## config.mk

```make
export PLATFORM = sky130hd
export DESIGN_NAME = load_unit_flat
export DESIGN_NICKNAME = d
export VERILOG_FILES = /design/src/rtl/load_unit_if.sv /design/src/rtl/load_unit.sv /design/src/flat_wrapper.sv
export SDC_FILE = /design/constraint.sdc
export NUM_CORES = 1
export LEC_CHECK = 0
export CORE_MARGIN = 2
export CORE_UTILIZATION = 42
export CTS_CLUSTER_DIAMETER = 150
export CTS_CLUSTER_SIZE = 40
export DETAILED_ROUTE_END_ITERATION = 16
export PLACE_DENSITY = 0.77
export SYNTH_ARGS = -nofsm -noshare
export SYNTH_HDL_FRONTEND = slang
export SYNTH_SLANG_ARGS = --single-unit
```

## constraint.sdc

```tcl
create_clock -name clk_in -period 1.95 [get_ports clk_in]
set_input_delay 0.39 -clock clk_in [delete_from_list [all_inputs] [get_ports clk_in]]
set_output_delay 0.39 -clock clk_in [all_outputs]
set_load 0.01 [all_outputs]
```

## src/rtl/load_unit_if.sv

```systemverilog
// Bundle of execute-stage request, data-memory read port and writeback result for load_unit.
// Handshake: mem_rd_req_in is a request sampled only while the unit is idle; dm_rd_req_out is
// level-held with dm_addr_out stable until dm_rd_ack_in is seen high on a rising clock edge
// (dm_data_in is valid in that same cycle); lu_valid_out is a one-cycle pulse, not a handshake.
interface load_unit_if;
  logic        mem_rd_req_in;
  logic [2:0]  func3_in;
  logic [31:0] iadder_in;
  logic        dm_rd_req_out;
  logic [31:0] dm_addr_out;
  logic        dm_rd_ack_in;
  logic [31:0] dm_data_in;
  logic [31:0] lu_output_out;
  logic        lu_valid_out;
  logic        stall_out;
  logic        misaligned_out;
  logic        bus_err_out;
  logic        state_dbg;

  modport slave (
    input  mem_rd_req_in, func3_in, iadder_in, dm_rd_ack_in, dm_data_in,
    output dm_rd_req_out, dm_addr_out, lu_output_out, lu_valid_out,
           stall_out, misaligned_out, bus_err_out, state_dbg
  );

  modport master (
    output mem_rd_req_in, func3_in, iadder_in, dm_rd_ack_in, dm_data_in,
    input  dm_rd_req_out, dm_addr_out, lu_output_out, lu_valid_out,
           stall_out, misaligned_out, bus_err_out, state_dbg
  );
endinterface

```

## src/rtl/load_unit.sv

```systemverilog
// Load unit: issues a held data-memory read, aligns/extends the returned word, pulses valid.
// Optional bus timeout is compiled in with `define LU_TIMEOUT_EN.
module load_unit #(
  parameter int unsigned TIMEOUT_CYCLES = 16
) (
  input logic       clk_in,
  input logic       rst_n_in,
  load_unit_if.slave lu
);

  typedef enum logic {IDLE = 1'b0, WAIT = 1'b1} state_t;

  state_t      state_q, state_d;
  logic [2:0]  func3_q;
  logic [1:0]  off_q;
  logic [31:0] addr_q;
  logic [31:0] out_q, out_d;
  logic        valid_q, valid_d;
  logic        mis_q, mis_d;
  logic        err_q, err_d;
  logic        misaligned;
  logic        accept;
  logic        timeout;
  logic [31:0] extracted;
  logic [7:0]  byte_sel;
  logic [15:0] half_sel;

  // func3[1] set means word access; reserved encodings fall into that class too.
  assign misaligned = lu.func3_in[1] ? (lu.iadder_in[1:0] != 2'b00)
                                     : (lu.func3_in[0] & lu.iadder_in[0]);
  assign accept     = (state_q == IDLE) & lu.mem_rd_req_in & ~misaligned;

  always_comb begin
    byte_sel  = lu.dm_data_in[7:0];
    extracted = lu.dm_data_in;
    case (off_q)
      2'b00:   byte_sel = lu.dm_data_in[7:0];
      2'b01:   byte_sel = lu.dm_data_in[15:8];
      2'b10:   byte_sel = lu.dm_data_in[23:16];
      default: byte_sel = lu.dm_data_in[31:24];
    endcase
    half_sel = off_q[1] ? lu.dm_data_in[31:16] : lu.dm_data_in[15:0];
    if (func3_q[1])
      extracted = lu.dm_data_in;
    else if (func3_q[0])
      extracted = {{16{~func3_q[2] & half_sel[15]}}, half_sel};
    else
      extracted = {{24{~func3_q[2] & byte_sel[7]}}, byte_sel};
  end

`ifdef LU_TIMEOUT_EN
  logic [7:0] cnt_q;

  assign timeout = (state_q == WAIT) & ~lu.dm_rd_ack_in &
                   (cnt_q == 8'(TIMEOUT_CYCLES - 1));

  always_ff @(posedge clk_in or negedge rst_n_in) begin
    if (!rst_n_in)
      cnt_q <= 8'd0;
    else if (accept)
      cnt_q <= 8'd0;
    else if ((state_q == WAIT) && !lu.dm_rd_ack_in)
      cnt_q <= cnt_q + 8'd1;
  end
`else
  assign timeout = 1'b0;
`endif

  always_comb begin
    state_d = state_q;
    valid_d = 1'b0;
    mis_d   = 1'b0;
    err_d   = 1'b0;
    out_d   = out_q;
    case (state_q)
      IDLE: begin
        if (lu.mem_rd_req_in) begin
          if (misaligned) mis_d   = 1'b1;
          else            state_d = WAIT;
        end
      end
      WAIT: begin
        // An acknowledge in the final timeout cycle still completes normally.
        if (lu.dm_rd_ack_in) begin
          valid_d = 1'b1;
          out_d   = extracted;
          state_d = IDLE;
        end else if (timeout) begin
          err_d   = 1'b1;
          out_d   = 32'd0;
          state_d = IDLE;
        end
      end
      default: state_d = IDLE;
    endcase
  end

  always_ff @(posedge clk_in or negedge rst_n_in) begin
    if (!rst_n_in) begin
      state_q <= IDLE;
      func3_q <= 3'd0;
      off_q   <= 2'd0;
      addr_q  <= 32'd0;
      out_q   <= 32'd0;
      valid_q <= 1'b0;
      mis_q   <= 1'b0;
      err_q   <= 1'b0;
    end else begin
      state_q <= state_d;
      out_q   <= out_d;
      valid_q <= valid_d;
      mis_q   <= mis_d;
      err_q   <= err_d;
      if (accept) begin
        func3_q <= lu.func3_in;
        off_q   <= lu.iadder_in[1:0];
        addr_q  <= lu.iadder_in;
      end
    end
  end

  assign lu.dm_rd_req_out  = (state_q == WAIT);
  assign lu.dm_addr_out    = addr_q;
  assign lu.lu_output_out  = out_q;
  assign lu.lu_valid_out   = valid_q;
  assign lu.stall_out      = (state_q == WAIT) | accept;
  assign lu.misaligned_out = mis_q;
  assign lu.bus_err_out    = err_q;
  assign lu.state_dbg      = state_q;

endmodule

```

## src/flat_wrapper.sv

```systemverilog
// flat-port wrapper written by rule: the top's interface ports become plain ports
module load_unit_flat 
#(
  parameter int unsigned TIMEOUT_CYCLES = 16
)
  (clk_in, rst_n_in, lu_mem_rd_req_in, lu_func3_in, lu_iadder_in, lu_dm_rd_ack_in, lu_dm_data_in, lu_dm_rd_req_out, lu_dm_addr_out, lu_lu_output_out, lu_lu_valid_out, lu_stall_out, lu_misaligned_out, lu_bus_err_out, lu_state_dbg);
  load_unit_if lu_i ();
  input logic clk_in;
  input logic rst_n_in;
  input wire logic [$bits(lu_i.mem_rd_req_in)-1:0] lu_mem_rd_req_in;
  input wire logic [$bits(lu_i.func3_in)-1:0] lu_func3_in;
  input wire logic [$bits(lu_i.iadder_in)-1:0] lu_iadder_in;
  input wire logic [$bits(lu_i.dm_rd_ack_in)-1:0] lu_dm_rd_ack_in;
  input wire logic [$bits(lu_i.dm_data_in)-1:0] lu_dm_data_in;
  output wire logic [$bits(lu_i.dm_rd_req_out)-1:0] lu_dm_rd_req_out;
  output wire logic [$bits(lu_i.dm_addr_out)-1:0] lu_dm_addr_out;
  output wire logic [$bits(lu_i.lu_output_out)-1:0] lu_lu_output_out;
  output wire logic [$bits(lu_i.lu_valid_out)-1:0] lu_lu_valid_out;
  output wire logic [$bits(lu_i.stall_out)-1:0] lu_stall_out;
  output wire logic [$bits(lu_i.misaligned_out)-1:0] lu_misaligned_out;
  output wire logic [$bits(lu_i.bus_err_out)-1:0] lu_bus_err_out;
  output wire logic [$bits(lu_i.state_dbg)-1:0] lu_state_dbg;
  assign lu_i.mem_rd_req_in = lu_mem_rd_req_in;
  assign lu_i.func3_in = lu_func3_in;
  assign lu_i.iadder_in = lu_iadder_in;
  assign lu_i.dm_rd_ack_in = lu_dm_rd_ack_in;
  assign lu_i.dm_data_in = lu_dm_data_in;
  assign lu_dm_rd_req_out = lu_i.dm_rd_req_out;
  assign lu_dm_addr_out = lu_i.dm_addr_out;
  assign lu_lu_output_out = lu_i.lu_output_out;
  assign lu_lu_valid_out = lu_i.lu_valid_out;
  assign lu_stall_out = lu_i.stall_out;
  assign lu_misaligned_out = lu_i.misaligned_out;
  assign lu_bus_err_out = lu_i.bus_err_out;
  assign lu_state_dbg = lu_i.state_dbg;
  load_unit #(.TIMEOUT_CYCLES(TIMEOUT_CYCLES)) u_core (.clk_in(clk_in), .rst_n_in(rst_n_in), .lu(lu_i));
endmodule
```

==> flow_metrics.env <==
export IMPL_synth_seq_cells=70
export IMPL_worstSetupStartpoint="u_core.lu.dm_addr_out[1]"
export IMPL_antenna_viol_nets_final=0
export IMPL_rsz_0062_raised_after_global_routing="false"
export IMPL_place_detailed_hpwl_um=6358
export IMPL_worst_skew_pair_late_latency_ns=0.34
export IMPL_crit_buf_inv=1
export IMPL_area_delta_synth_final_pct=53.51
export IMPL_first_iter_violations=73
export IMPL_preCtsSetupSlack_ns=-0.2322
export IMPL_worst_ir_drop_vdd_mv=0.5629
export IMPL_fin_nets=495
export IMPL_power_internal_mw=4.101
export IMPL_total_leakage_power_nw=2.131
export IMPL_startpoint_of_the_worst_hold_path="lu_iadder_in[0]"
export IMPL_utilization_pct=65.81
export IMPL_cts_root_buf="sky130_fd_sc_hd__clkbuf_8"
export IMPL_synth_fp_nets=347
export IMPL_per_cell_via_count_in_the_routed_design=5.134
export IMPL_synthDistinctLibCells=35
export IMPL_p_sw_mw=1.822
export IMPL_routabilityCongestion=0.8324
export IMPL_ctsLongestPathBuffers=2
export IMPL_clock_skew_final_ns=0.006842
export IMPL_yosysWarningCount=0
export IMPL_combinationalPowerShare_pct=40.6
export IMPL_reported_max_cap_violation_count=0
export IMPL_final_cells=531
export IMPL_timing_final_ws_setup_ns=0.06790
export IMPL_postRouteWirelength_um=8399
export IMPL_crit_family="buffers and inverters"
export IMPL_register_area_mm2=0.001752
export IMPL_grt_max_degree=41
export IMPL_drv_slew=0
export IMPL_worstPathArrival_ns=1.49
export IMPL_track_usage_pct=20.57
export IMPL_die_area_mm2=0.008528
export IMPL_final_hold_violations=0
export IMPL_holdWs_ns=0.4094
export IMPL_max_fo_critical_path=6
export IMPL_multiInputGateArea_mm2=0.001384
export IMPL_setup_worst_path_start_class="flop"
export IMPL_synth_async_reset_ratio_pct=100.0
export IMPL_synth_edff_count=0
export IMPL_clk_pin_slew_worst_paths_ns=0.07
export IMPL_timing_setup_critical_path_class="reg2out"
export IMPL_vias_in_the_first_global_route=2790
export IMPL_cts_tree="yes"
export IMPL_seq_power_share_pct=37.7
export IMPL_ys_dominant_reg_cell="sky130_fd_sc_hd__dfrtp_1"
export IMPL_met1_length_um=3370
export IMPL_dr_pass1_iters=4
export IMPL_fin_setup_tns_ns=0
export IMPL_numClockSinks=70
export IMPL_starting_density_pct=42.87
export IMPL_die_height_um=92.35
export IMPL_layout_drive_gt1_share_pct=19.81
export IMPL_met3_wirelength_um=880
export IMPL_port_buffers=139
export IMPL_netlist_instances=276
export IMPL_remaining_drc_errors=0
export IMPL_syn_cell_area_mm2=0.003278
export IMPL_top_level_ports=141
export IMPL_clockPowerShare_pct=21.7
export IMPL_fin_crit_sh_pct=96.52
export IMPL_wl_per_cell_um=15.82
export IMPL_max_h_tree_level=3
export IMPL_finalSetupViolations=0
export IMPL_core_area_mm2=0.007647
export IMPL_worstReg2RegStart="u_core.lu.dm_rd_req_out"
export IMPL_maxUsedRoutingLayer="met4"
export IMPL_fmax_ghz=0.5313
export IMPL_dp_cells=514
export IMPL_worstPathCellList="clkdlybuf4s50_1"
export IMPL_min_path_type="in2reg"
export IMPL_antenna_violations_before_repair=0
export IMPL_critPathSlowestCell="sky130_fd_sc_hd__clkdlybuf4s50_1"
export IMPL_floorplan_rows=32
export IMPL_slowest_delay_ns=0.63
export IMPL_grt_first_pass_wirelength_um=13820
export IMPL_layout_min_cycle_time_ns=1.882
export IMPL_die_width_um=92.35
export IMPL_post_synth_cell_area_avg_um2=11.88
export IMPL_power_density_mw_per_mm2=1177
export IMPL_outcome="finished clean"
export IMPL_globalRoute_totalOverflow=0
export IMPL_met2RoutedLength_um=4071
export IMPL_postCtsSetupBuffers=0
export IMPL_cp_required_ns=1.56
export IMPL_netSwitchingFraction_pct=30.76
export IMPL_dr_total_vias=2726
export IMPL_diodes=0
export IMPL_layout_filler_cells=620
export IMPL_worstSetupEndpointType="primary output"
export IMPL_cts_buffers_inserted=9
export IMPL_synth_sequential_area_ratio_pct=53.44
[cells in the final DEF (no fill, tap or decap), drive strengths merged, types with 3 or more instances in the layout]
master and count:
clkdlybuf4s50 136, nor2 8, clkinv 3, mux2 49
inv 3, a21oi 19, mux2i 10, dfrtp 70
o211ai 3, nand2 29, o22ai 7, or3 8
buf 16, o21ai 13, nand3 29, clkbuf 12
[registers in the layout, summed over array words and instances, names as in the netlist]
name / flops
u_core.lu.misaligned_out: 1
u_core.lu.dm_rd_req_out: 1
u_core.func3_q: 3
u_core.lu.dm_addr_out: 32
u_core.lu.lu_valid_out: 1
u_core.lu.lu_output_out: 32
[area by class of cell]
class | instances | share of cell area [%]
Clock buffer | 12 | 2.884
Timing Repair Buffer | 155 | 30.58
Tap cell | 102 | 2.536
Clock inverter | 4 | 1.392
Inverter | 4 | 0.2984
Sequential cell | 70 | 34.81
Multi-Input combinational cell | 184 | 27.50
[power by group through the flow]
| stage | clock [mW] | sequential (mW) | combinational, mW |
|---|---|---|---|
| detailed placement | 0 | 2.27 | 2.42 |
| global placement | 0 | 2.24 | 2.38 |
| global route | 1.37 | 2.30 | 2.60 |
| floorplan | 0 | 2.46 | 0.860 |
| finish | 1.28 | 2.23 | 2.40 |
| CTS | 1.31 | 2.24 | 2.43 |
[what timing repair did]
item,CTS,global route
hold buffers,1,0
setup endpoints to repair,1,1
hold endpoints to repair,11,0
resized for setup,1,2
pin swaps,1,0
[cells by family (layout without fill, tap and decap cells)]
group,count (synthesis),in the layout,synth area share [%]
AOI/OAI and AO/OA,44,44,8.283
buffers and inverters,22,175,4.351
DFF,70,70,53.44
muxes,59,59,20.00
other,1,1,0.1144
and+or+nand+nor,80,80,13.82
[routing by layer]
metal | up-vias | global-route usage (%)
met5 | - | 0
met4 | 0 | 6.219
met2 | 132 | 33.39
met1 | 1304 | 25.43
li1 | 1283 | -
met3 | 7 | 8.055
[synthesized netlist by cell type, types with 2 or more instances]
cell	count	area, um^2
sky130_fd_sc_hd__nand2_1	29	108.9
sky130_fd_sc_hd__mux2_2	40	450.4
sky130_fd_sc_hd__o21ai_1	2	10.01
sky130_fd_sc_hd__o22ai_1	7	43.79
sky130_fd_sc_hd__o211ai_4	2	42.54
sky130_fd_sc_hd__nand3_1	25	125.1
sky130_fd_sc_hd__dfrtp_1	70	1752
sky130_fd_sc_hd__or3_1	8	50.05
sky130_fd_sc_hd__clkbuf_1	3	11.26
sky130_fd_sc_hd__inv_1	2	7.510
sky130_fd_sc_hd__o21ai_0	11	55.05
sky130_fd_sc_hd__buf_4	4	30.03
sky130_fd_sc_hd__mux2i_1	10	100.1
sky130_fd_sc_hd__buf_2	6	30.03
sky130_fd_sc_hd__nor2_1	6	22.52
sky130_fd_sc_hd__buf_6	5	56.30
sky130_fd_sc_hd__mux2_1	8	90.09
sky130_fd_sc_hd__a21oi_1	18	90.09
sky130_fd_sc_hd__nand3_2	4	40.04
[path summary, 6_finish.rpt]
| check | to | cells past startpoint | slack (ns) |
|---|---|---|---|
| setup / recovery | lu_dm_addr_out[1] | 1 | 0.07 |
| hold / removal | u_core.lu.dm_addr_out[0] | 2 | 0.41 |
| setup reg to reg | u_core.lu.dm_addr_out[3] | 4 | 0.34 |
| hold reg to reg | u_core.lu.lu_output_out[20] | 2 | 0.49 |
| max in group asynchronous | u_core.lu.dm_addr_out[4] | 3 | 0.85 |
| min in group asynchronous | u_core.lu.lu_output_out[16] | 2 | 0.52 |
[stage by stage]
step | cell area [um^2] | total power, mW
detailed placement | 4805 | 4.682
global route | 5032 | 6.276
floorplan | 3278 | 3.317
global placement | 4805 | 4.622
finish | 5032 | 5.922
CTS | 5029 | 5.983
No activity file was read; power rests on OpenSTA's default activity.
